<file path="config.mk">
export PLATFORM = sky130hd
export DESIGN_NAME = mod_add_sequencer
export DESIGN_NICKNAME = d
export VERILOG_FILES = /design/src/rtl/mod_add_sequencer.sv
export SDC_FILE = /design/constraint.sdc
export NUM_CORES = 1
export LEC_CHECK = 0
export ABC_AREA = 1
export ABC_CLOCK_PERIOD_IN_PS = 1700
export CORE_UTILIZATION = 40
export CTS_BUF_LIST = sky130_fd_sc_hd__clkbuf_4 sky130_fd_sc_hd__clkbuf_8 sky130_fd_sc_hd__clkbuf_16
export DETAILED_ROUTE_END_ITERATION = 10
export DONT_BUFFER_PORTS = 1
export SYNTH_ARGS = -nofsm -noshare
export SYNTH_HDL_FRONTEND = slang
export SYNTH_SLANG_ARGS = --single-unit
export TNS_END_PERCENT = 5
</file>
<file path="constraint.sdc">
create_clock -name clk -period 1.7 [get_ports clk]
set_input_delay 0.255 -clock clk [delete_from_list [all_inputs] [get_ports clk]]
set_output_delay 0.255 -clock clk [all_outputs]
set_load 0.005 [all_outputs]
</file>
<file path="src/rtl/mod_add_sequencer.sv">
// rtl/mod_add_sequencer.sv - element-wise modular vector add sequencer around an external registered adder
//
// Streams len operand pairs from the operand memories through an external
// modular adder (one pair per cycle) and writes the corrected results to a
// result memory.
//
// Ports:
//   clk, reset        clock; asynchronous active-low reset
//   start, len,       start a vector operation of len coefficients modulo
//   modulus           modulus (accepted only when idle)
//   abort             cancel the operation in progress
//   busy, done        activity flag and one-cycle completion pulse
//   range_err         sticky flag: an operand was >= modulus
//   rd_en, rd_addr    operand memory read port (data returns next cycle)
//   rd_data_a/b       operand memory read data
//   add_a/b/m, add_c  external adder operands, modulus and registered result
//   wr_en, wr_addr,   result memory write port
//   wr_data
module mod_add_sequencer #(
    parameter int DATA_WIDTH = 8,
    parameter int ADDR_WIDTH = 4
) (
    input  logic                  clk,
    input  logic                  reset,
    input  logic                  start,
    input  logic [ADDR_WIDTH:0]   len,
    input  logic [DATA_WIDTH-1:0] modulus,
    input  logic                  abort,
    output logic                  busy,
    output logic                  done,
    output logic                  range_err,
    output logic                  rd_en,
    output logic [ADDR_WIDTH-1:0] rd_addr,
    input  logic [DATA_WIDTH-1:0] rd_data_a,
    input  logic [DATA_WIDTH-1:0] rd_data_b,
    output logic [DATA_WIDTH-1:0] add_a,
    output logic [DATA_WIDTH-1:0] add_b,
    output logic [DATA_WIDTH-1:0] add_m,
    input  logic [DATA_WIDTH-1:0] add_c,
    output logic                  wr_en,
    output logic [ADDR_WIDTH-1:0] wr_addr,
    output logic [DATA_WIDTH-1:0] wr_data
);

    typedef enum logic [1:0] {IDLE, RUN, DRAIN, FIN} state_t;

    localparam logic [ADDR_WIDTH:0] CNT_ONE = {{ADDR_WIDTH{1'b0}}, 1'b1};

    state_t                state_q, state_d;
    logic [ADDR_WIDTH:0]   len_q, len_d;
    logic [DATA_WIDTH-1:0] mod_q, mod_d;
    // One bit wider than an address so len = 2**ADDR_WIDTH terminates correctly.
    logic [ADDR_WIDTH:0]   cnt_q, cnt_d;
    logic                  drain_q, drain_d;
    logic                  v1_q, v1_d;      // read data valid this cycle
    logic                  v2_q, v2_d;      // adder result valid this cycle
    logic [ADDR_WIDTH-1:0] a1_q, a1_d;      // index of the read data
    logic [ADDR_WIDTH-1:0] a2_q, a2_d;      // index of the adder result
    logic                  rerr_q, rerr_d;
    logic                  oor;

    // Range check sits on the live read data so the flag shows in the same
    // cycle the offending operand is presented to the adder.
    assign oor = v1_q && ((rd_data_a >= mod_q) || (rd_data_b >= mod_q));

    always_comb begin
        state_d = state_q;
        len_d   = len_q;
        mod_d   = mod_q;
        cnt_d   = cnt_q;
        drain_d = drain_q;
        v1_d    = 1'b0;
        v2_d    = v1_q;
        a1_d    = cnt_q[ADDR_WIDTH-1:0];
        a2_d    = a1_q;
        rerr_d  = rerr_q | oor;
        busy    = 1'b0;
        done    = 1'b0;
        rd_en   = 1'b0;

        case (state_q)
            IDLE: begin
                if (start) begin
                    len_d   = len;
                    mod_d   = modulus;
                    rerr_d  = 1'b0;
                    cnt_d   = '0;
                    state_d = (len == '0) ? FIN : RUN;
                end
            end
            RUN: begin
                busy  = 1'b1;
                rd_en = 1'b1;
                v1_d  = 1'b1;
                cnt_d = cnt_q + CNT_ONE;
                if (cnt_q + CNT_ONE == len_q) begin
                    state_d = DRAIN;
                    drain_d = 1'b0;
                end
            end
            DRAIN: begin
                busy    = 1'b1;
                drain_d = 1'b1;
                if (drain_q) begin
                    state_d = FIN;
                end
            end
            FIN: begin
                done    = 1'b1;
                state_d = IDLE;
            end
            default: state_d = IDLE;
        endcase

        // Abort drops everything in flight; the result already at the write
        // port this cycle still lands, nothing after it does.
        if (abort && (state_q == RUN || state_q == DRAIN)) begin
            state_d = IDLE;
            v1_d    = 1'b0;
            v2_d    = 1'b0;
        end
    end

    always_ff @(posedge clk or negedge reset) begin
        if (!reset) begin
            state_q <= IDLE;
            len_q   <= '0;
            mod_q   <= '0;
            cnt_q   <= '0;
            drain_q <= 1'b0;
            v1_q    <= 1'b0;
            v2_q    <= 1'b0;
            a1_q    <= '0;
            a2_q    <= '0;
            rerr_q  <= 1'b0;
        end else begin
            state_q <= state_d;
            len_q   <= len_d;
            mod_q   <= mod_d;
            cnt_q   <= cnt_d;
            drain_q <= drain_d;
            v1_q    <= v1_d;
            v2_q    <= v2_d;
            a1_q    <= a1_d;
            a2_q    <= a2_d;
            rerr_q  <= rerr_d;
        end
    end

    assign rd_addr   = cnt_q[ADDR_WIDTH-1:0];
    assign add_a     = rd_data_a;
    assign add_b     = rd_data_b;
    assign add_m     = mod_q;
    assign range_err = rerr_q | oor;
    assign wr_en     = v2_q;
    assign wr_addr   = a2_q;
    // The adder only subtracts when a+b > m, so a sum of exactly m comes back
    // as m and is folded to zero here.
    assign wr_data   = !v2_q ? '0 : ((add_c == mod_q) ? '0 : add_c);

endmodule

</file>
Yosys cells after proc, flatten, opt, wreduce, memory -nomap -nowiden
Index checks and enable logic that the tools add are counted.
Widths: inputs -> output; s select.
{"block": "totals", "ff_bits": 32, "inputBits": 41, "output_inout_bits": 45, "wordCells": 56}
{"block": "classes", "n_addsub": 1, "magnitude_cmp": 2, "n_eq_ne": 10, "muxes": 19, "bitwise_logic": 1, "n_reduce_logical": 13}
{"cell": "$ge 8x8->1", "count": 2}
{"cell": "$mux 8", "count": 2}
{"cell": "$mux 2", "count": 5}
{"cell": "$pmux 5 s2", "count": 1}
{"cell": "$eq 8x8->1", "count": 1}
{"cell": "$mux 1", "count": 8}
{"cell": "$pmux 2 s4", "count": 1}
{"cell": "$ne 3x2->1 const B", "count": 2}
{"cell": "$reduce_and 2->1", "count": 3}
{"cell": "$add 5x1->5 const B", "count": 1}
{"cell": "$eq 5x5->1", "count": 1}
{"cell": "$logic_not 5->1", "count": 1}
{"cell": "$mux 5", "count": 1}
{"cell": "$eq 2x2->1 const B", "count": 2}
{"cell": "$ne 2x2->1 const B", "count": 2}
{"cell": "$reduce_bool 2->1", "count": 2}
{"cell": "$ne 3x3->1 const B", "count": 1}
{"cell": "$reduce_and 3->1", "count": 1}
{"cell": "$eq 2x1->1 const B", "count": 1}
{"cell": "$logic_and 1x1->1", "count": 2}
{"cell": "$logic_not 2->1", "count": 1}
{"cell": "$logic_or 1x1->1", "count": 2}
{"cell": "$pmux 1 s2", "count": 1}
{"cell": "$reduce_or 2->1", "count": 1}
{"cell": "$or 1x1->1", "count": 1}

Depth between registers and ports, before layout
{"block": "depth", "word_depth": 6, "mapped_depth": 12, "ltp_nobuf": 12}

Worst setup path before layout
Ideal clock, no wire load.
{"block": "synth_path", "path_kind": "reg2out", "from": "register mod_q[5], in the netlist add_m[5]", "to": "output range_err", "arrival_time_ns": 1.307, "required_ns": 1.445, "path_slack_ns": 0.138, "stages_incl_launch_ff": 11, "cell_sequence": "dfrtp_1 inv_1 ha_1 a21oi_1 nor2_1 nor3_1 nand2_1 nor2_1 nand2_1 nand2_1 nand2_1"}
{"block": "synth_between", "elab_chain_len": 4, "elab_cells_between_ends": 5}
{"item": "start, declared", "line_no": "51", "text": "logic [DATA_WIDTH-1:0] mod_q, mod_d;"}
{"item": "start signal, assigned", "line_no": "139", "text": "mod_q <= mod_d;"}
{"item": "$ge 8x8->1", "line_no": "64", "text": "assign oor = v1_q && ((rd_data_a >= mod_q) || (rd_data_b >= mod_q));"}
{"item": "$logic_or 1x1->1 *", "line_no": "64"}
{"item": "$logic_and 1x1->1 *", "line_no": "64"}
{"item": "$or 1x1->1 *", "line_no": "154", "text": "assign range_err = rerr_q | oor;"}
{"item": "end, declared", "line_no": "31", "text": "output logic range_err,"}
Every way passes the cells marked *; elsewhere a longest branch is shown, timed or not.

Worst setup path after layout
Same ends and word-level chain as after synthesis.

==> impl_metrics.ini <==
[setup_path]
r2r-start = add_m[5]
rr_endpoint = rerr_q
crit_required_ns = 1.44
critPathMaxFanout = 3
crit_family = simple AND/OR/NAND/NOR gates
rr_worst_depth = 11
worstPathCellList = inv_2 -> ha_4 -> a21oi_4 -> nor2_2 -> nor3_2 -> nand2_1 -> nor2_1 -> nand2_1 -> nand2_1 -> nand2_2
worstSetupPathType = flop to output pin
worstSetupStartpointType = flop
cp.arrival_ns = 1.78
crit_path_top_delay_cell = dfrtp_1
critPathMaxStageDelay_ns = 0.39
endpoint_kind = output pin
cpMostUsedCell = nand2_1
r2r_slack_ns = 0
path_buf_inv = 1

[cts]
clk_pin_slew_worst_paths_ns = 0.07
cts_buffer_depth = 2
clock-root-buffer = clkbuf_8
cts_tree = done
htreeDepth = 2
clk_latency_ns = 0.29
clock_sinks = 32
cts_made_buffers = 5

[die]
die_area_mm2 = 0.00547
ios = 86
die_h_um = 73.9
initial_utilization_pct = 42.7
fp.coreArea_mm2 = 0.00485
num_rows = 25
die_w_um = 73.9

[detailed_routing]
drc = 0
via_count = 1596
wl_met3_um = 384
wl_um = 4700
antenna_left = 0
routed-wl-met2_um = 2060
drt_iter0_markers = 59
routed_via_density = 4.87
top_layer_used = met4
drtPass1Iterations = 4
post_drt_wl_per_cell_um = 14.3
m1WireLength_um = 2160

[sta]
setup_violations = 10
slew_headroom_pct = 58.9
fin_skew_ns = 0.00794
hold_viol = 0
finalHoldWorstSlack_ns = 0.117
worst_slew_pin_slew_ns = 0.609
drv_slew = 0
setup_slack_ns = -0.338
rsz0062_at_grt = true
fin_crit_sh_pct = 120
fin_crit_ns = 2.04
fmax_mhz = 491

[logic_synthesis]
ys_warn_count = 0
ys_seq_area_share_pct = 38.7
synth_adder_area_share_pct = 12.7
ys_async_sr_fraction_pct = 100
netlist_instances = 257
synth_simple_gate_area_share_pct = 21.3
synth_area_leaders = dfrtp_1 39%, ha_1 13%, nand2_1 8.7%
yosysUniqueCellTypes = 28
syn-mean-instance-area_um2 = 8.05
synth_top_area_share_pct = 38.7
synthMuxAreaShare_pct = 0.544
synth_edf_count = 0
synth_compound_area_share_pct = 9.07
synthesis.nets = 319
synth-seq-cells = 32
synth_top_family_by_area = simple AND/OR/NAND/NOR gates
syn_area_mm2 = 0.00207
ys.flop_type = dfrtp_1
synth_xor_area_share_pct = 3.39
synth_top_cell_by_area = dfrtp_1

[place]
port_buffers = 0
placed_cells = 317
dpl.hpwl_um = 3630
gp_congestion = 0.816

[pwr]
ir_drop_mv = 0.902
power.density_mw_per_mm2 = 1710
finalPower_uw = 4070
leakage_uw = 0.00117

[min_path]
worst_hold_path.num_cells = 1
hp-class = input port to flop
hp-start = modulus[0]
whs_endpoint = add_m[0]

[layout]
final_common_cell = nand2_1
layout-drive-gt1-share_pct = 21.8
layout_common_cells = 46 x nand2_1, 32 x inv_1, 32 x dfrtp_1
area_growth_pct = 14.8
final_nets = 323
utilization_pct = 49.0
layoutNonFillerInstCount = 328
insertedDiodeCount = 0

[grt]
antenna_found_initial = 0
grt_first_pass_wirelength_um = 7400
grt_pass1_vias = 1537
track_usage_pct = 18.6
grt_start_max_net_pins = 33
grt-ovfl-total = 0

[job]
max-cap-violations = 0

[status]
violations = negative setup slack
outcome = finished with violations
[registers in the layout (all words and copies together) (netlist names)]
name	flops
add_m	8
cnt_q	5
len_q	5
a1_q	4
wr_addr	4
state_q	2
drain_q	1
rerr_q	1
v1_q	1
wr_en	1
[timing repair]
item                                    in CTS  in global routing
buffers inserted                             1                  1
hold endpoints to repair                    32                  0
resized for setup                           13                 11
endpoints found under the setup margin       9                 14
hold buffers                                 2                  0
pin swaps                                    5                  8
[metrics by stage]
step	setup TNS, ns	cell area (µm²)	setup WS [ns]
3_3_place_gp	-0.00962	2110	-0.00962
6_report	-0.657	2380	-0.338
3_5_place_dp	-0.00290	2110	-0.00290
4_1_cts	-0.510	2310	-0.271
2_1_floorplan	0	2070	0.138
5_1_grt	-1.39	2380	-0.424
[power by group]
group / switching (µW) / internal [µW]
Combinational: 1210 / 989
Clock: 285 / 277
Sequential: 240 / 1070
[per-layer routing]
metal	vias to the layer above	global-route usage [%]
li1	814	-
met1	717	24.4
met2	56	28.6
met3	9	5.69
met4	0	7.69
met5	-	0
[worst max path at each step]
stage	end	start	slack (ns)	cells past startpoint
finish	range_err	add_m[5]	-0.34	10
global route	range_err	add_m[5]	-0.42	10
CTS	range_err	add_m[5]	-0.27	10
detailed placement	range_err	add_m[6]	-0.003	10
global placement	range_err	add_m[6]	-0.01	10
floorplan	range_err	add_m[5]	0.14	10
[kinds of logic (layout without fill, tap and decap cells)]
family | count (synthesis) | count (layout)
and+or+nand+nor | 101 | 101
buffers and inverters | 59 | 63
AOI/OAI and AO/OA | 35 | 35
DFF | 32 | 32
adders and majority gates | 21 | 21
xor gates and xnor gates | 8 | 8
muxes | 1 | 1
[synth_stat cells (2+ instances only)]
master    instances
a21oi_1          18
buf_4            20
clkbuf_1          2
dfrtp_1          32
ha_1             21
inv_1            35
nand2_1          48
nand2_2           3
nand3_1           7
nand4_1           5
nor2_1           28
nor2_2            2
nor3_1            2
nor4_1            2
o21ai_0          10
o22ai_1           3
xnor2_1           8
[final cells by class]
class                      count  area (µm²)
inverter                      36         135
fill                         482        2470
sequential                    32         801
clock inverter                 2        12.5
clock buffer                   5        68.8
multi-input combinational    166        1100
timing repair buffer          20         173
tap                           67        83.8
No activity file was read; power rests on OpenSTA's default activity.
==> RTL edit 1, RTL diff (config.mk and constraints unchanged) <==
Reset style: synchronous (`reset`), changed in one clocked block. Comments in the files are not updated.
--- a/src/rtl/mod_add_sequencer.sv
+++ b/src/rtl/mod_add_sequencer.sv
@@ -123,3 +123,3 @@
 
-    always_ff @(posedge clk or negedge reset) begin
+    always_ff @(posedge clk) begin
         if (!reset) begin
Formal check against the unedited RTL: differs if reset is asserted again (counterexample within 4 cycles, from zero or initial values and one cycle with reset low); with reset held inactive, the same outputs for 10 cycles.
==> RTL edit 1 against the original RTL <==
- the flow still finishes with violations (setup timing)
- routed wire length rose by 0.51%
- worst hold slack got worse by 0.045 ns
- combinational power fell by 33%
- global-route usage rose by 0.29 points
- clock power rose by 11%
- utilization rose by 1.3 points
- design area rose by 0.58%
- area after synthesis fell by 4.1%
- sequential cell count did not move
- setup slack improved by 0.21 ns
- die area fell by 4.0%
- power fell by 24%
- critical endpoint unchanged
- largest power group unchanged
- highest routed layer unchanged
==> RTL edit 1: results (changes against the original RTL) <==
Synth
  • Distinct cells, synth: 29 (was 28)
  • Mux share of post-synthesis cell area: 0% (was 0.544%)
  • Commonest cells in the synthesized netlist: 52 x sky130_fd_sc_hd__nand2_1, 40 x sky130_fd_sc_hd__inv_1, 32 x sky130_fd_sc_hd__dfxtp_1, 23 x sky130_fd_sc_hd__a21oi_1, 22 x sky130_fd_sc_hd__nor2_1 (was 48 x sky130_fd_sc_hd__nand2_1, 35 x sky130_fd_sc_hd__inv_1, 32 x sky130_fd_sc_hd__dfrtp_1, 28 x sky130_fd_sc_hd__nor2_1, 21 x sky130_fd_sc_hd__ha_1)
  • Mean cell area of the mapped netlist: 7.25 um2 (was 8.05 um2)
  • Net count after synthesis: 336 (was 319)

Clocking
  • PostCTS Resize Cnt: 18 (was 13)

Power and ir drop
  • Design internal power: 1.92 mW (was 2.34 mW)
  • Leakage power: 1.02 nW (was 1.17 nW)
  • Overall power consumption: 3.10 mW (was 4.07 mW)

Detailed routing
  • Vias: 1,684 (was 1,596)

Finish
  • ClkCell Share: 4.03% (was 3.42%)
  • Flip-flop and latch share of the layout cell area: 27.2% (was 33.7%)
  • Total of plain and repair buffers excluding clock buffers: 16 (was 20)
  • Multi-Input Combinational: 175 (was 166)
  • Signal buffers share of area: 6.02% (was 7.27%)

GRT
  • Maximum number of pins on one net before global-route repair: 24 (was 33)
  • Vias in the first global route: 1,622 (was 1,537)
  • Global routing met3 resource utilization: 8.06% (was 5.69%)
  • Met1 track demand over resource: 23.7% (was 24.4%)
  • Total global-route track usage: 18.9% (was 18.6%)
  • First-pass GRT wire length: 7630 um (was 7400 um)

Min path
  • Endpoint, Worst Hold: wr_addr[0] (was add_m[0])
  • Count of cells along the worst hold path: 2 (was 1)
  • Critical hold path startpoint: reset (was modulus[0])

Place
  • Minimum setup slack after placement: 0.0898 ns (was -0.00290 ns)
  • Placed wire-length estimate: 3550 um (was 3630 um)
  • Dpl cell area: 0.00201 mm2 (was 0.00211 mm2)

Status
  • Status: finished with violations (unchanged)
  • Failing checks: setup timing (unchanged)

STA
  • Total setup violations reported at the end of the flow: 2 (was 10)
  • Worst setup slack after layout: -0.130 ns (was -0.338 ns)

Worst setup path
  • Crit path arrival time: 1.58 ns (was 1.78 ns)
  • Maximum cell stage delay along the critical path: 0.35 ns (was 0.39 ns)
## RTL edit 1: cell count changes in the layout (fill, tap and decap cells not counted), moves of 4 or more
cell / change
sky130_fd_sc_hd__o21ai_0: -4
sky130_fd_sc_hd__buf_4: -4
sky130_fd_sc_hd__dfxtp_2: +8
sky130_fd_sc_hd__nor2_1: -6
sky130_fd_sc_hd__dfxtp_1: +24
sky130_fd_sc_hd__ha_1: -5
sky130_fd_sc_hd__a21oi_2: +8
sky130_fd_sc_hd__dfrtp_1: -32
sky130_fd_sc_hd__ha_4: +6
sky130_fd_sc_hd__o21ai_1: +8
## RTL edit 1: worst max-delay path by stage
stage	startpoint	endpoint	slack (ns)	cells past startpoint
2_1_floorplan	add_m[5]	range_err	0.15	10
3_3_place_gp	add_m[5]	range_err	0.11	10
3_5_place_dp	add_m[7]	range_err	0.09	8
4_1_cts	add_m[5]	range_err	-0.22	10
5_1_grt	add_m[5]	range_err	-0.25	10
6_report	add_m[5]	range_err	-0.13	10
==> RTL edit 2, RTL diff (config.mk and constraints unchanged) <==
Without the edit above. `DATA_WIDTH`: 8 -> 9.
--- a/src/rtl/mod_add_sequencer.sv
+++ b/src/rtl/mod_add_sequencer.sv
@@ -19,3 +19,3 @@
 module mod_add_sequencer #(
-    parameter int DATA_WIDTH = 8,
+    parameter int DATA_WIDTH = 9,
     parameter int ADDR_WIDTH = 4
Interface: changed (8 resized); port bits go from 86 to 94. No check against the original RTL was run, so the function may have changed too.
==> RTL edit 2 against the original RTL <==
- the run still ends with setup timing left
- setup slack improved by 0.084 ns
- non-clock buffer count up 6
- sequential cell count rose by 1
- area after synthesis grew 11%
- via count up 15%
- maximum frequency increased by 4.3%
- cell count rose by 12%
- design area is 9.9% higher
- power grew 8.7%
- die area up 10%
- utilization fell by 1.6 points
- routed wire length up 14%
==> RTL edit 2: results (changes against the original RTL) <==
Status
  • Status: finished with violations (unchanged)
  • Failing checks: setup timing (unchanged)

Finish
  • Share of final-layout standard cells stronger than drive strength 1: 24.4% (was 21.8%)
  • Number of fill cells: 543 (was 482)

Worst setup path
  • R2r worst-path depth: 10 (was 11)
  • RR Endpoint: state_q[0] (was rerr_q)
  • Launching point of the worst reg2reg path: cnt_q[1] (was add_m[5])
  • Crit path arrival time: 1.70 ns (was 1.78 ns)
  • R2R setup slack: 0.11 ns (was 0 ns)

Synth
  • Mean cell area of the mapped netlist: 7.97 um2 (was 8.05 um2)
  • Commonest cells in the synthesized netlist: 61 x sky130_fd_sc_hd__nand2_1, 39 x sky130_fd_sc_hd__inv_1, 33 x sky130_fd_sc_hd__dfrtp_1, 32 x sky130_fd_sc_hd__nor2_1, 23 x sky130_fd_sc_hd__ha_1 (was 48 x sky130_fd_sc_hd__nand2_1, 35 x sky130_fd_sc_hd__inv_1, 32 x sky130_fd_sc_hd__dfrtp_1, 28 x sky130_fd_sc_hd__nor2_1, 21 x sky130_fd_sc_hd__ha_1)
  • Distinct cells, synth: 31 (was 28)
  • Net count after synthesis: 355 (was 319)
  • Register area share after synthesis: 36.1% (was 38.7%)

STA
  • Post-route setup TNS: -2.40 ns (was -0.657 ns)
  • Worst setup slack after layout: -0.254 ns (was -0.338 ns)
  • Part of the cycle the worst path needs: 115% (was 120%)
  • Tightest slew margin relative to the limit: 72.5% (was 58.9%)
  • Total setup violations reported at the end of the flow: 10 (unchanged)

GRT
  • Maximum number of pins on one net before global-route repair: 34 (was 33)
  • Total global-route track usage: 18.3% (was 18.6%)

Detailed routing
  • Vias per cell: 5.01 (was 4.87)
  • DR WL/cell: 14.6 um (was 14.3 um)

Clocking
  • Number of post-CTS setup repair buffers: 2 (was 1)
  • PostCTS Resize Cnt: 9 (was 13)

Power and ir drop
  • Power per cell area: 1700 mW/mm2 (was 1710 mW/mm2)
  • Leakage power: 1.30 nW (was 1.17 nW)
  • Sw Ratio: 44.1% (was 42.6%)

Place
  • Placed wire-length estimate: 4040 um (was 3630 um)
  • Final weighted congestion in routability-driven placement: 0.848 (was 0.816)
  • Total instance count after detailed placement: 349 (was 317)
==> RTL edit 2: cell families (layout without fill, tap and decap cells) <==
| family | count (synthesis) | in the layout | synth area share [%] |
|---|---|---|---|
| xor gates and xnor gates | 9 | 9 | 3.44 |
| AOI/OAI and AO/OA | 30 | 30 | 7.71 |
| adders and majority gates | 23 | 23 | 12.6 |
| buffers and inverters | 67 | 75 | 14.7 |
| and+or+nand+nor | 124 | 124 | 25.0 |
| muxes | 1 | 1 | 0.492 |
| DFF | 33 | 33 | 36.1 |
==> RTL edit 2: per-stage QoR <==
step	setup slack [ns]	instance area, um2	hold slack (ns)	power (mW)
after floorplan	0.137	2290	-0.0406	2.92
after global placement	0.0109	2320	-0.0401	3.47
after detailed placement	-0.000770	2320	-0.0401	3.50
after CTS	-0.272	2470	0.111	4.19
after global routing	-0.395	2610	0.110	4.85
final	-0.254	2610	0.120	4.43
==> RTL edit 2: worst max-delay path by stage <==
stage,from,to,slack (ns),cells after the start
CTS,add_m[1],range_err,-0.27,10
floorplan,add_m[8],range_err,0.14,9
detailed placement,add_m[4],range_err,-0.0008,12
finish,add_m[8],range_err,-0.25,9
global route,add_m[5],range_err,-0.40,10
global placement,add_m[4],range_err,0.01,12
==> RTL edit 2: layer usage <==
layer,share of wire (%),up-vias,GRT usage [%]
li1,-,913,-
met1,42,829,21.2
met2,48,83,31.4
met3,7.9,13,5.53
met4,2.3,0,6.98
met5,0,-,0
==> RTL edit 2: area by class of cell <==
cell class / instances / share of cell area (%)
Sequential cell: 33 / 31.7
Timing Repair Buffer: 26 / 8.10
Tap cell: 72 / 3.45
Clock buffer: 5 / 2.64
Multi-Input combinational cell: 187 / 47.6
Clock inverter: 3 / 0.671
Inverter: 41 / 5.89
==> RTL edit 2: power by group through the flow <==
stage / Clock, mW / Sequential [mW] / Combinational (mW)
4_1_cts: 0.610 / 1.38 / 2.20
5_1_grt: 0.639 / 1.43 / 2.78
3_5_place_dp: 0 / 1.39 / 2.12
2_1_floorplan: 0 / 1.35 / 1.57
6_report: 0.585 / 1.38 / 2.46
3_3_place_gp: 0 / 1.38 / 2.09
==> RTL edit 2: worst max-delay path, cell delays in order, from the launching register on <==
cell                      delay, ns
sky130_fd_sc_hd__dfrtp_1       0.39
sky130_fd_sc_hd__inv_2         0.11
sky130_fd_sc_hd__ha_4          0.22
sky130_fd_sc_hd__a21o_1        0.18
sky130_fd_sc_hd__nor2_1        0.12
sky130_fd_sc_hd__nand3_2       0.08
sky130_fd_sc_hd__nor2_2        0.11
sky130_fd_sc_hd__nand2_1       0.07
sky130_fd_sc_hd__nand2_1       0.07
sky130_fd_sc_hd__nand2_1       0.06
